<file path="src/rtl/seg7_bus_responder.sv">
// Bus-mapped 4-digit seven-segment scanner (DATA/CTRL/STATUS registers, one-cycle ack).
// Optional leading-zero blanking is compiled in when SEG7_LZB_EN is defined.
module seg7_bus_responder #(
  parameter int CLK_HZ     = 10_000_000,
  parameter int REFRESH_HZ = 1000
) (
  input  logic        clk_i,
  input  logic        rst_i,
  input  logic        we_i,
  input  logic        re_i,
  input  logic [3:0]  addr_i,
  input  logic [31:0] wdata_i,
  output logic [31:0] rdata_o,
  output logic        ack_o,
  output logic [6:0]  seg_o,
  output logic [3:0]  an_o
);

  localparam int DIV = CLK_HZ / (REFRESH_HZ * 4);
  localparam int PW  = (DIV > 2) ? $clog2(DIV) : 1;
  localparam logic [PW-1:0] PRESC_MAX = PW'(DIV - 1);

  generate
    if (DIV < 2) begin : g_div_check
      $error("seg7_bus_responder: CLK_HZ/(REFRESH_HZ*4) must be >= 2");
    end
  endgenerate

  localparam logic [3:0] ADDR_DATA   = 4'h0;
  localparam logic [3:0] ADDR_CTRL   = 4'h4;
  localparam logic [3:0] ADDR_STATUS = 4'h8;

  logic [15:0]   r_data;
  logic          r_en;
  logic [3:0]    r_blank;
  logic [PW-1:0] r_presc;
  logic [1:0]    r_idx;
  logic          r_ack;
  logic [31:0]   r_rdata;
  logic [6:0]    r_seg;
  logic [3:0]    r_an;

  logic [31:0]   w_rdata;
  logic [3:0]    w_nibble;
  logic [3:0]    w_blank;
  logic          w_unused_wdata;

  assign w_unused_wdata = ^wdata_i[31:16];

  function automatic logic [6:0] seg_decode(input logic [3:0] n);
    logic [6:0] s;
    case (n)
      4'h0: s = 7'h40;  4'h1: s = 7'h79;  4'h2: s = 7'h24;  4'h3: s = 7'h30;
      4'h4: s = 7'h19;  4'h5: s = 7'h12;  4'h6: s = 7'h02;  4'h7: s = 7'h78;
      4'h8: s = 7'h00;  4'h9: s = 7'h10;  4'hA: s = 7'h08;  4'hB: s = 7'h03;
      4'hC: s = 7'h46;  4'hD: s = 7'h21;  4'hE: s = 7'h06;  default: s = 7'h0E;
    endcase
    return s;
  endfunction

  // Read value is the register content before any write landing on the same edge.
  always_comb begin
    w_rdata = 32'h0;
    case (addr_i)
      ADDR_DATA:   w_rdata = {16'h0, r_data};
      ADDR_CTRL:   w_rdata = {24'h0, r_blank, 3'b000, r_en};
      ADDR_STATUS: w_rdata = {30'h0, r_idx};
      default:     w_rdata = 32'h0;
    endcase
  end

  always_ff @(posedge clk_i) begin
    if (rst_i) begin
      r_data  <= 16'h0000;
      r_en    <= 1'b1;
      r_blank <= 4'b0000;
      r_ack   <= 1'b0;
      r_rdata <= 32'h0;
    end else begin
      r_ack   <= we_i | re_i;
      r_rdata <= (re_i && !we_i) ? w_rdata : 32'h0;
      if (we_i) begin
        if (addr_i == ADDR_DATA) begin
          r_data <= wdata_i[15:0];
        end else if (addr_i == ADDR_CTRL) begin
          r_en    <= wdata_i[0];
          r_blank <= wdata_i[7:4];
        end
      end
    end
  end

  always_ff @(posedge clk_i) begin
    if (rst_i || !r_en) begin
      r_presc <= '0;
      r_idx   <= 2'd0;
    end else if (r_presc == PRESC_MAX) begin
      r_presc <= '0;
      r_idx   <= r_idx + 2'd1;
    end else begin
      r_presc <= r_presc + 1'b1;
    end
  end

  always_comb begin
    w_nibble = r_data[3:0];
    case (r_idx)
      2'd0:    w_nibble = r_data[3:0];
      2'd1:    w_nibble = r_data[7:4];
      2'd2:    w_nibble = r_data[11:8];
      default: w_nibble = r_data[15:12];
    endcase
  end

`ifdef SEG7_LZB_EN
  // A digit is a leading zero only if it and every digit above it are zero.
  logic [3:0] w_lzb;
  assign w_lzb[3] = (r_data[15:12] == 4'h0);
  genvar gi;
  generate
    for (gi = 2; gi >= 1; gi--) begin : g_lzb
      assign w_lzb[gi] = w_lzb[gi+1] & (r_data[gi*4 +: 4] == 4'h0);
    end
  endgenerate
  assign w_lzb[0] = 1'b0;
  assign w_blank  = r_blank | w_lzb;
`else
  assign w_blank = r_blank;
`endif

  // Anode and segment registers share one enable so a digit never shows another's pattern.
  always_ff @(posedge clk_i) begin
    if (rst_i) begin
      r_an  <= 4'hF;
      r_seg <= 7'h7F;
    end else if (!r_en || w_blank[r_idx]) begin
      r_an  <= 4'hF;
      r_seg <= 7'h7F;
    end else begin
      r_an  <= ~(4'b0001 << r_idx);
      r_seg <= seg_decode(w_nibble);
    end
  end

  assign ack_o   = r_ack;
  assign rdata_o = r_rdata;
  assign seg_o   = r_seg;
  assign an_o    = r_an;

endmodule

</file>
<file path="config.mk">
export PLATFORM = sky130hd
export DESIGN_NAME = seg7_bus_responder
export DESIGN_NICKNAME = d
export VERILOG_FILES = /design/src/rtl/seg7_bus_responder.sv
export SDC_FILE = /design/constraint.sdc
export NUM_CORES = 1
export LEC_CHECK = 0
export CAP_MARGIN = 20
export CORE_MARGIN = 2
export CORE_UTILIZATION = 50
export DETAILED_ROUTE_END_ITERATION = 16
export PLACE_DENSITY = 0.85
export SKIP_LAST_GASP = 1
export SYNTH_ARGS = -nofsm -noshare
export SYNTH_HDL_FRONTEND = slang
export SYNTH_SLANG_ARGS = --single-unit
</file>
<file path="constraint.sdc">
create_clock -name clk_i -period 5.7 [get_ports clk_i]
set_input_delay 0.855 -clock clk_i [delete_from_list [all_inputs] [get_ports clk_i]]
set_output_delay 0.855 -clock clk_i [all_outputs]
set_load 0.005 [all_outputs]
</file>
### Yosys cells after proc, flatten, opt, wreduce, memory -nomap -nowiden

Memory sizes are Yosys's and may differ from the RTL's. A register that Yosys moved wholly into a read port is not among the register bits.
Index checks and enable logic that the tools add are counted.

| cells by class | value |
|---|---|
| $add $sub $neg | 2 |
| muxes and demuxes | 4 |
| eq/ne operators | 5 |
| order comparisons | 1 |
| shift-type cells | 1 |
| divide/modulo/power cells | 0 |
| bitwise logic cells | 4 |
| reduce and logical (&&, ||, !) cells | 12 |
| multipliers | 0 |

Operators with widths:

| kind | number |
|---|---|
| $pmux W16 S3 | 1 |
| $add A12 B1 Y12 const B | 1 |
| $eq A12 B12 Y1 const B | 1 |
| $pmux W4 S3 | 1 |
| $reduce_or A2 Y1 | 3 |
| $eq A4 B3 Y1 const B | 1 |
| $eq A4 B4 Y1 const B | 1 |
| $logic_not A4 Y1 | 1 |
| $not A4 Y4 | 1 |
| $shl A1 B2 Y4 const A | 1 |
| $lt A2 B3 Y1 const B | 1 |
| $reduce_and A3 Y1 | 1 |
| $add A2 B1 Y2 const B | 1 |
| $bmux W1 S2 | 1 |
| $eq A2 B1 Y1 const B | 1 |
| $eq A2 B2 Y1 const B | 1 |
| $logic_not A1 Y1 | 2 |
| $logic_not A2 Y1 | 1 |
| $logic_or A1 B1 Y1 | 2 |
| $not A1 Y1 | 2 |
| $reduce_and A2 Y1 | 1 |
| $logic_and A1 B1 Y1 | 1 |
| $mux W1 | 1 |
| $or A1 B1 Y1 | 1 |

| word-level totals | value |
|---|---|
| ROM bits | 112 |
| input bits | 40 |
| latch bits | 0 |
| bits in writable memories | 0 |
| output and inout port bits | 44 |
| logic and storage cells | 38 |
| memories | 1 |
| flip-flop bits (word level) | 72 |

Memories:

| name | words | bits a word | read ports | clocked after Yosys merged registers in | wr ports | line | source |
|---|---|---|---|---|---|---|---|
| (name not given) | 16 | 7 | 1 | 1 | 0 | 52 | `case (n)` |

### Depth between registers and ports, before layout

Gate-level depths: netlist (run 1).

| logic depth | value |
|---|---|
| depth after elaboration | 4 |
| mapped depth | 9 |
| mapped depth without buffers | 9 |

### Worst setup path after synthesis (run 1)

No wires, ideal clock.

| timing | value |
|---|---|
| kind | reg2reg |
| from | register r_idx[0] |
| to | register r_seg[3] (netlist: seg_o[3]) |
| cell stages (with the launch flop) | 10 |
| required time | 5.619 ns |
| slack | 3.588 ns |
| library setup time | 0.081 ns |
| arrival | 2.031 ns |
| buffers on the path | 0 |
| clock period less this slack | 2.112 ns |
| cell sequence | dfxtp_1 > inv_1 > ha_1 > a222oi_1 > a21oi_1 > inv_1 > ha_1 > a211oi_1 > a2111oi_1 > a41oi_1 |

| between the ends | value |
|---|---|
| longest elaborated chain between the ends | 4 |
| elaborated cells between the ends (all ways) | 8 |
| those cells by class | 2 x eq/ne; 3 x mux; 3 x reduce/logical |

Ends and longest elaborated chain:

| item | line | source |
|---|---|---|
| start: declaration | 37 | `logic [1:0] r_idx;` |
| start signal: assignment | 99 | `r_idx <= r_idx + 2'd1;` |
| $bmux W1 S2 | 136 | `end else if (!r_en \|\| w_blank[r_idx]) begin` |
| $mux W1 (implied by the code) | 136 |  |
| $logic_or A1 B1 Y1 | 136 |  |
| $reduce_or A2 Y1 (no source line) | n/a |  |
| end: declaration | 40 | `logic [6:0] r_seg;` |

Several ways; a longest one is shown, not always the timed one. The select of a mux whose other input is x is not followed.
A chain may end at the register's enable or synchronous reset.

### Final worst setup path (run 1)

| timing | value |
|---|---|
| from | input port addr_i[2] |
| to | register r_data[9] |

| between the ends | value |
|---|---|
| longest elaborated chain between the ends | 2 |

Ends and longest elaborated chain:

| item | line | source |
|---|---|---|
| start: declaration | 11 | `input logic [3:0] addr_i,` |
| $logic_not A4 Y1 | 83 | `if (addr_i == ADDR_DATA) begin` |
| $reduce_and A2 Y1 (no source line) | n/a |  |
| end signal: assignment | 84 | `r_data <= wdata_i[15:0];` |
| end: declaration | 33 | `logic [15:0] r_data;` |

No other way between the ends.

==> results of run 1 <==
## cell usage in the layout (no fill, tap or decap), drive strengths merged, types with 2 or more instances in the layout
cell type      count
xnor2             10
clkinv             3
a211oi             2
dfxtp             63
mux2i             31
nand2b             2
clkdlybuf4s50     51
inv               12
ha                12
conb              16
o221ai             4
nand3              7
a222oi             2
nor4               3
a22oi              3
nor2b              2
clkbuf            12
nor3               8
xor2               2
nor2              47
nand2             14
and2               8
a21oi              4
## kinds of logic after synthesis
family,share of synthesized area [%]
AOI/OAI and AO/OA,6.64
other,0.139
and+or+nand+nor,17.4
muxes,12.3
xor gates and xnor gates,3.90
buffers and inverters,7.29
adders and majority gates,5.57
DFF,46.8
## layout make-up
cell class	instances	area share [%]
inverters	12	1.33
well taps	70	2.58
repair buffers	51	15.1
flip-flops and latches	63	37.2
clock buffers	12	4.28
multi-input cells	194	38.2
clock inverters	4	1.33
## stage by stage
| step | std cells | util, % | area, um^2 | total power [mW] | setup WS, ns |
|---|---|---|---|---|---|
| floorplan | 291 | - | 2750 | 0.497 | 3.59 |
| detailed placement | 390 | 62.2 | 3200 | 0.521 | 2.60 |
| global route | 406 | 65.9 | 3390 | 0.921 | 2.82 |
| CTS | 406 | 65.9 | 3390 | 0.893 | 2.96 |
| global placement | 390 | 62.2 | 3200 | 0.520 | 2.64 |
| finish | 406 | 65.9 | 3390 | 0.886 | 2.95 |
## flip-flops by register name (all words and copies together), names as in the netlist
| name | count |
|---|---|
| r_blank | 4 |
| r_idx | 2 |
| rdata_o | 16 |
| r_en | 1 |
| ack_o | 1 |
| r_data | 16 |
| an_o | 4 |
| r_presc | 12 |
| seg_o | 7 |
## worst max-delay path: stages
cell	delay, ns
clkdlybuf4s50_1	0.72
and3b_1	1.01
mux2i_1	0.28
nor2_1	0.07
## where the power goes
part           internal (mW)  switching (mW)
logic                 0.0324          0.0262
clock network          0.212           0.162
registers              0.449         0.00454
total                  0.693           0.193
## worst paths after layout
kind | endpoint
hold / removal | r_presc[0]
hold reg to reg | r_presc[0]
setup / recovery | r_data[9]
setup reg to reg | seg_o[3]
## metal layers
layer / wire (um) / vias to the layer above / GRT usage [%]
met2: 2720 / 65 / 31.9
met1: 2370 / 987 / 24.2
met5: 0 / - / 0
met3: 340 / 11 / 6.51
met4: 102 / 0 / 8.57
li1: - / 1023 / -
==> run metrics, run 1 <==
status=complete, no violations; PostCTS Resize Cnt=0; vias in the first global route=~2k; WS Path Type=in2reg; Multi-input gate area=between 1000 and 1500 um^2; Yosys top cell area share=between 40% and 50%; EDFF count, synth=0; synth warn=0; Iteration-0 DRC Markers=approximately 120; Final Max Slew Viols=0; Antenna Nets Post-Route=0; Leakage=~1.3 nW; R2R Setup Slk=approximately 3.2 ns; final hold slack=about 0.46 ns; Filler cells=around 450; Final Hold Fails=0; initial antenna violation count=0; number of remaining DRC errors=0; TNS Setup=0 ns; Routed WL per cell=13.6 um; post-synthesis sequential area ratio=around 47%; first-pass GRT wire length=9360 um; Worst-Margin Slew=1.01 ns; crit path DAT=just under 3 ns; clk buf depth=2; minimum clock period=about 2.7 ns; P&R area growth vs syn=25.7%; TritonCTS clock tree=yes; largest area contributor in the netlist=dfxtp_1; H-tree levels=3; Post-Syn Instances=between 200 and 300; crit share post-route=48.2%; WL final=between 5000 and 6000 um; Post-CTS Setup Bufs=0; Hold Path Class=reg2reg; Synth async-reset ratio=0%; Avg Synthesized Cell Area=around 9.8 um^2; Ports=84; GP Congestion=between 0.7 and 0.8; Register Area=between 1000 and 1500 um^2; total global routing overflow=0; Nets=between 300 and 400; most common flop cell mapped by yosys=dfxtp_1; top cells by count, synth=dfxtp_1, nor2_1, mux2i_1; reg2reg start=r_idx[0]; largest net degree at the start of global routing=25; Layout Skew=roughly 0.010 ns; initial core utilization=between 50% and 60%; RSZ-0062 raised after global routing=no; library cells used by synthesis=42; Hold Path Cell Cnt=1; Port Buf Inserts=51; f_max=364 MHz; DR vias=2086; CTS buffer count=9; Site Rows=26; Critical Path End Type=flop; share of cells above drive strength 1=under 10%; gr usage total=between 10% and 20%; critical path peak fanout=16; Worst-path clk slew=approximately 0.070 ns; maximum vdd drop=approximately 0.16 mV; CTS sink cnt=between 60 and 70; Startpoint Class=input port; hpwl dp=around 4000 um; HP Start=r_presc[0]; Via density=5.14; die height=approximately 77 um; die extent in x=between 70 and 80 um; Post-CTS Hold Buffers=0; flops & latches, synth=63; Die ar.=roughly 6000 um^2; Post-Syn Area=between 2000 and 3000 um^2; Area contributors post-synth=dfxtp_1, mux2i_1, nor2_1; ANT cells=0; Core Area=between 5000 and 6000 um^2; DR pass1 iterations=4; most common cell in the netlist=dfxtp_1; PD cells=roughly 260 nW/um^2; Skew-Pair Late Insertion Delay=~0.34 ns; Crit path required time=roughly 6 ns; Worst Setup SP=addr_i[2]; Worst R2R Path Depth=9; max cap viols=0; Slew headroom=32.9%; CTS root buf=clkbuf_8; Final setup viols=0
Note: power is estimated with default switching activity, not from simulation.
==> inputs of run 2 (changes only) <==
--- a/config.mk
+++ b/config.mk
@@ -7,9 +7,9 @@
 export LEC_CHECK = 0
 export CAP_MARGIN = 20
 export CORE_MARGIN = 2
-export CORE_UTILIZATION = 50
+export CORE_UTILIZATION = 46
 export DETAILED_ROUTE_END_ITERATION = 16
-export PLACE_DENSITY = 0.85
+export PLACE_DENSITY = 0.79
 export SKIP_LAST_GASP = 1
 export SYNTH_ARGS = -nofsm -noshare
 export SYNTH_HDL_FRONTEND = slang
==> constraint.sdc (replaced) <==
create_clock -name clk_i -period 2.82 [get_ports clk_i]
set_input_delay 0.423 -clock clk_i [delete_from_list [all_inputs] [get_ports clk_i]]
set_output_delay 0.423 -clock clk_i [all_outputs]
set_load 0.005 [all_outputs]
==> run 2 against run 1 <==
Effect of this change:
- sequential share of layout area down 0.49 points
- non-clock buffer count up 5
- final cell count up 1.7%
==> run metrics, run 2 (synthesized netlist as in run 1, its figures left out) <==
status=complete, no violations; minimum clock period=approximately 2.5 ns; P&R area growth vs syn=27.4%; WS Path Type=reg2reg; Slowest cell on crit path=dfxtp_1; TNS Setup=0 ns (unchanged); Die ar.=6490 um^2 (+8.2%); share of cells above drive strength 1=7.04% (+1.7 points); reg2reg end=seg_o[3]; cell family with most CP delay=compound AO/OA/AOI/OAI gates; H-tree levels=3 (unchanged); commonest non-fill, non-tap cells in the layout=dfxtp_1, clkdlybuf4s50_1, nor2_1; gr usage total=18.2% (-1.6 points); max incr delay on CP=0.48 ns (-0.53 ns); Final Max Slew Viols=0 (unchanged); hpwl dp=3880 um (-2.7%); R2R Setup Slk=0.28 ns (-2.92 ns); Post-CTS Hold Buffers=0 (unchanged); Worst Setup SP=r_idx[0]; Worst-Margin Slew=0.684 ns (-0.322 ns); initial antenna violation count=0 (unchanged); Site Rows=27 (+3.8%); clk buf depth=2 (unchanged); Hold Path Cell Cnt=1 (unchanged); Antenna Nets Post-Route=0 (unchanged); vias in the first global route=1977 (-0.85%); crit path DAT=2.80 ns (-0.14 ns); critical path peak fanout=6 (-10); Nets=388 (+1.3%); routed wl met2=2520 um (-7.4%); Via density=5.00 (-2.7%); Leakage=1.35 nW (+1.7%); crit share post-route=90.0%; PostCTS Resize Cnt=0 (unchanged); CTS root buf=clkbuf_8; Layout Skew=0.00746 ns (-0.00299 ns); Hold Path Sink=r_presc[0]; Worst R2R Path Depth=9 (unchanged); WL final=5400 um (-2.4%); Cell Chain, Critical Path=inv_1, ha_1, a222oi_1, a21oi_1, inv_1, ha_1, a211oi_1, a2111oi_1, a41oi_1; maximum vdd drop=0.288 mV (+79%); Crit path required time=3.08 ns (-2.81 ns); Final setup viols=0 (unchanged); Post-CTS Setup Bufs=0 (unchanged); die height=80.6 um (+4.0%); Critical Path End Type=flop; largest net degree at the start of global routing=17 (-32%); RSZ-0062 raised after global routing=no; Routed WL per cell=13.1 um (-4.1%); first-pass GRT wire length=8860 um (-5.4%); DR pass1 iterations=4 (unchanged); Skew-Pair Late Insertion Delay=0.34 ns (about the same); Ports=84 (unchanged); GP Congestion=0.783 (+1.3%); CTS sink cnt=63 (unchanged); Startpoint Class=flop; buffers plus inverters on the worst setup path=2 (+1); Port Buf Inserts=51 (unchanged); Met1 Routed Length=2430 um (+2.7%); PD cells=519 nW/um^2 (+99%); Worst-path clk slew=0.06 ns (about the same); DR vias=2064 (-1.1%); final hold slack=0.456 ns (-0.00823 ns); Iteration-0 DRC Markers=159 (+36%); die extent in x=80.6 um (+4.0%); most common cell after layout, fill and taps aside=dfxtp_1; Final Hold Fails=0 (unchanged); Met3 Routed Length=302 um (-11%); Slew headroom=54.4% (+21 points); TritonCTS clock tree=yes; top layer in use=met4; number of remaining DRC errors=0 (unchanged); max cap viols=0 (unchanged); ANT cells=0 (unchanged); f_max=around 390 MHz; CTS buffer count=9 (unchanged); reg2reg start=r_idx[0]; Core Area=5570 um^2 (+8.4%); initial core utilization=48.4% (-4.1 points); total global routing overflow=0 (unchanged); HP Start=r_presc[0]; Hold Path Class=reg2reg
run 2: cell types whose count changed in the layout (fill, tap and decap cells not counted):
cell,delta
clkinvlp_4,+1
clkbuf_8,+3
clkinv_2,-2
bufinv_16,-1
buf_4,+5
clkbuf_1,-1
run 2: layout make-up:
| class | instances | area (um^2) |
|---|---|---|
| sequential | 63 | 1260 |
| tap | 72 | 90.1 |
| timing repair buffer | 56 | 548 |
| clock buffer | 14 | 183 |
| multi-input combinational | 194 | 1290 |
| inverter | 12 | 45.0 |
| clock inverter | 2 | 12.5 |
| fill | 479 | 2140 |
run 2: stage by stage:
step	instance area (um^2)	power [mW]	util, %	cells	setup slack [ns]
6_report	3430	1.78	61.6	413	0.282
4_1_cts	3430	1.80	61.6	413	0.332
3_5_place_dp	3240	1.06	58.1	397	0.369
3_3_place_gp	3240	1.05	58.1	397	0.435
2_1_floorplan	2750	1.01	-	291	0.708
5_1_grt	3430	1.86	61.6	413	0.0145
run 2: worst max path at each step:
stage	endpoint	slack [ns]	cells past startpoint
CTS	seg_o[3]	0.33	9
detailed placement	seg_o[3]	0.37	9
finish	seg_o[3]	0.28	9
floorplan	seg_o[3]	0.71	9
global placement	seg_o[3]	0.43	9
global route	seg_o[3]	0.01	9
run 2: routing by layer:
layer	vias to the layer above	track usage, %
met4	0	10.7
met3	12	4.83
met5	-	0
met1	942	22.1
li1	1032	-
met2	78	28.7
run 2: power breakdown:
| part | total, mW | internal, mW | switching [mW] | leakage [nW] |
|---|---|---|---|---|
| clock network | 0.744 | 0.414 | 0.330 | 0.0987 |
| registers | 0.917 | 0.907 | 0.00932 | 0.512 |
| logic | 0.121 | 0.0683 | 0.0529 | 0.739 |
| total | 1.78 | 1.39 | 0.393 | 1.35 |
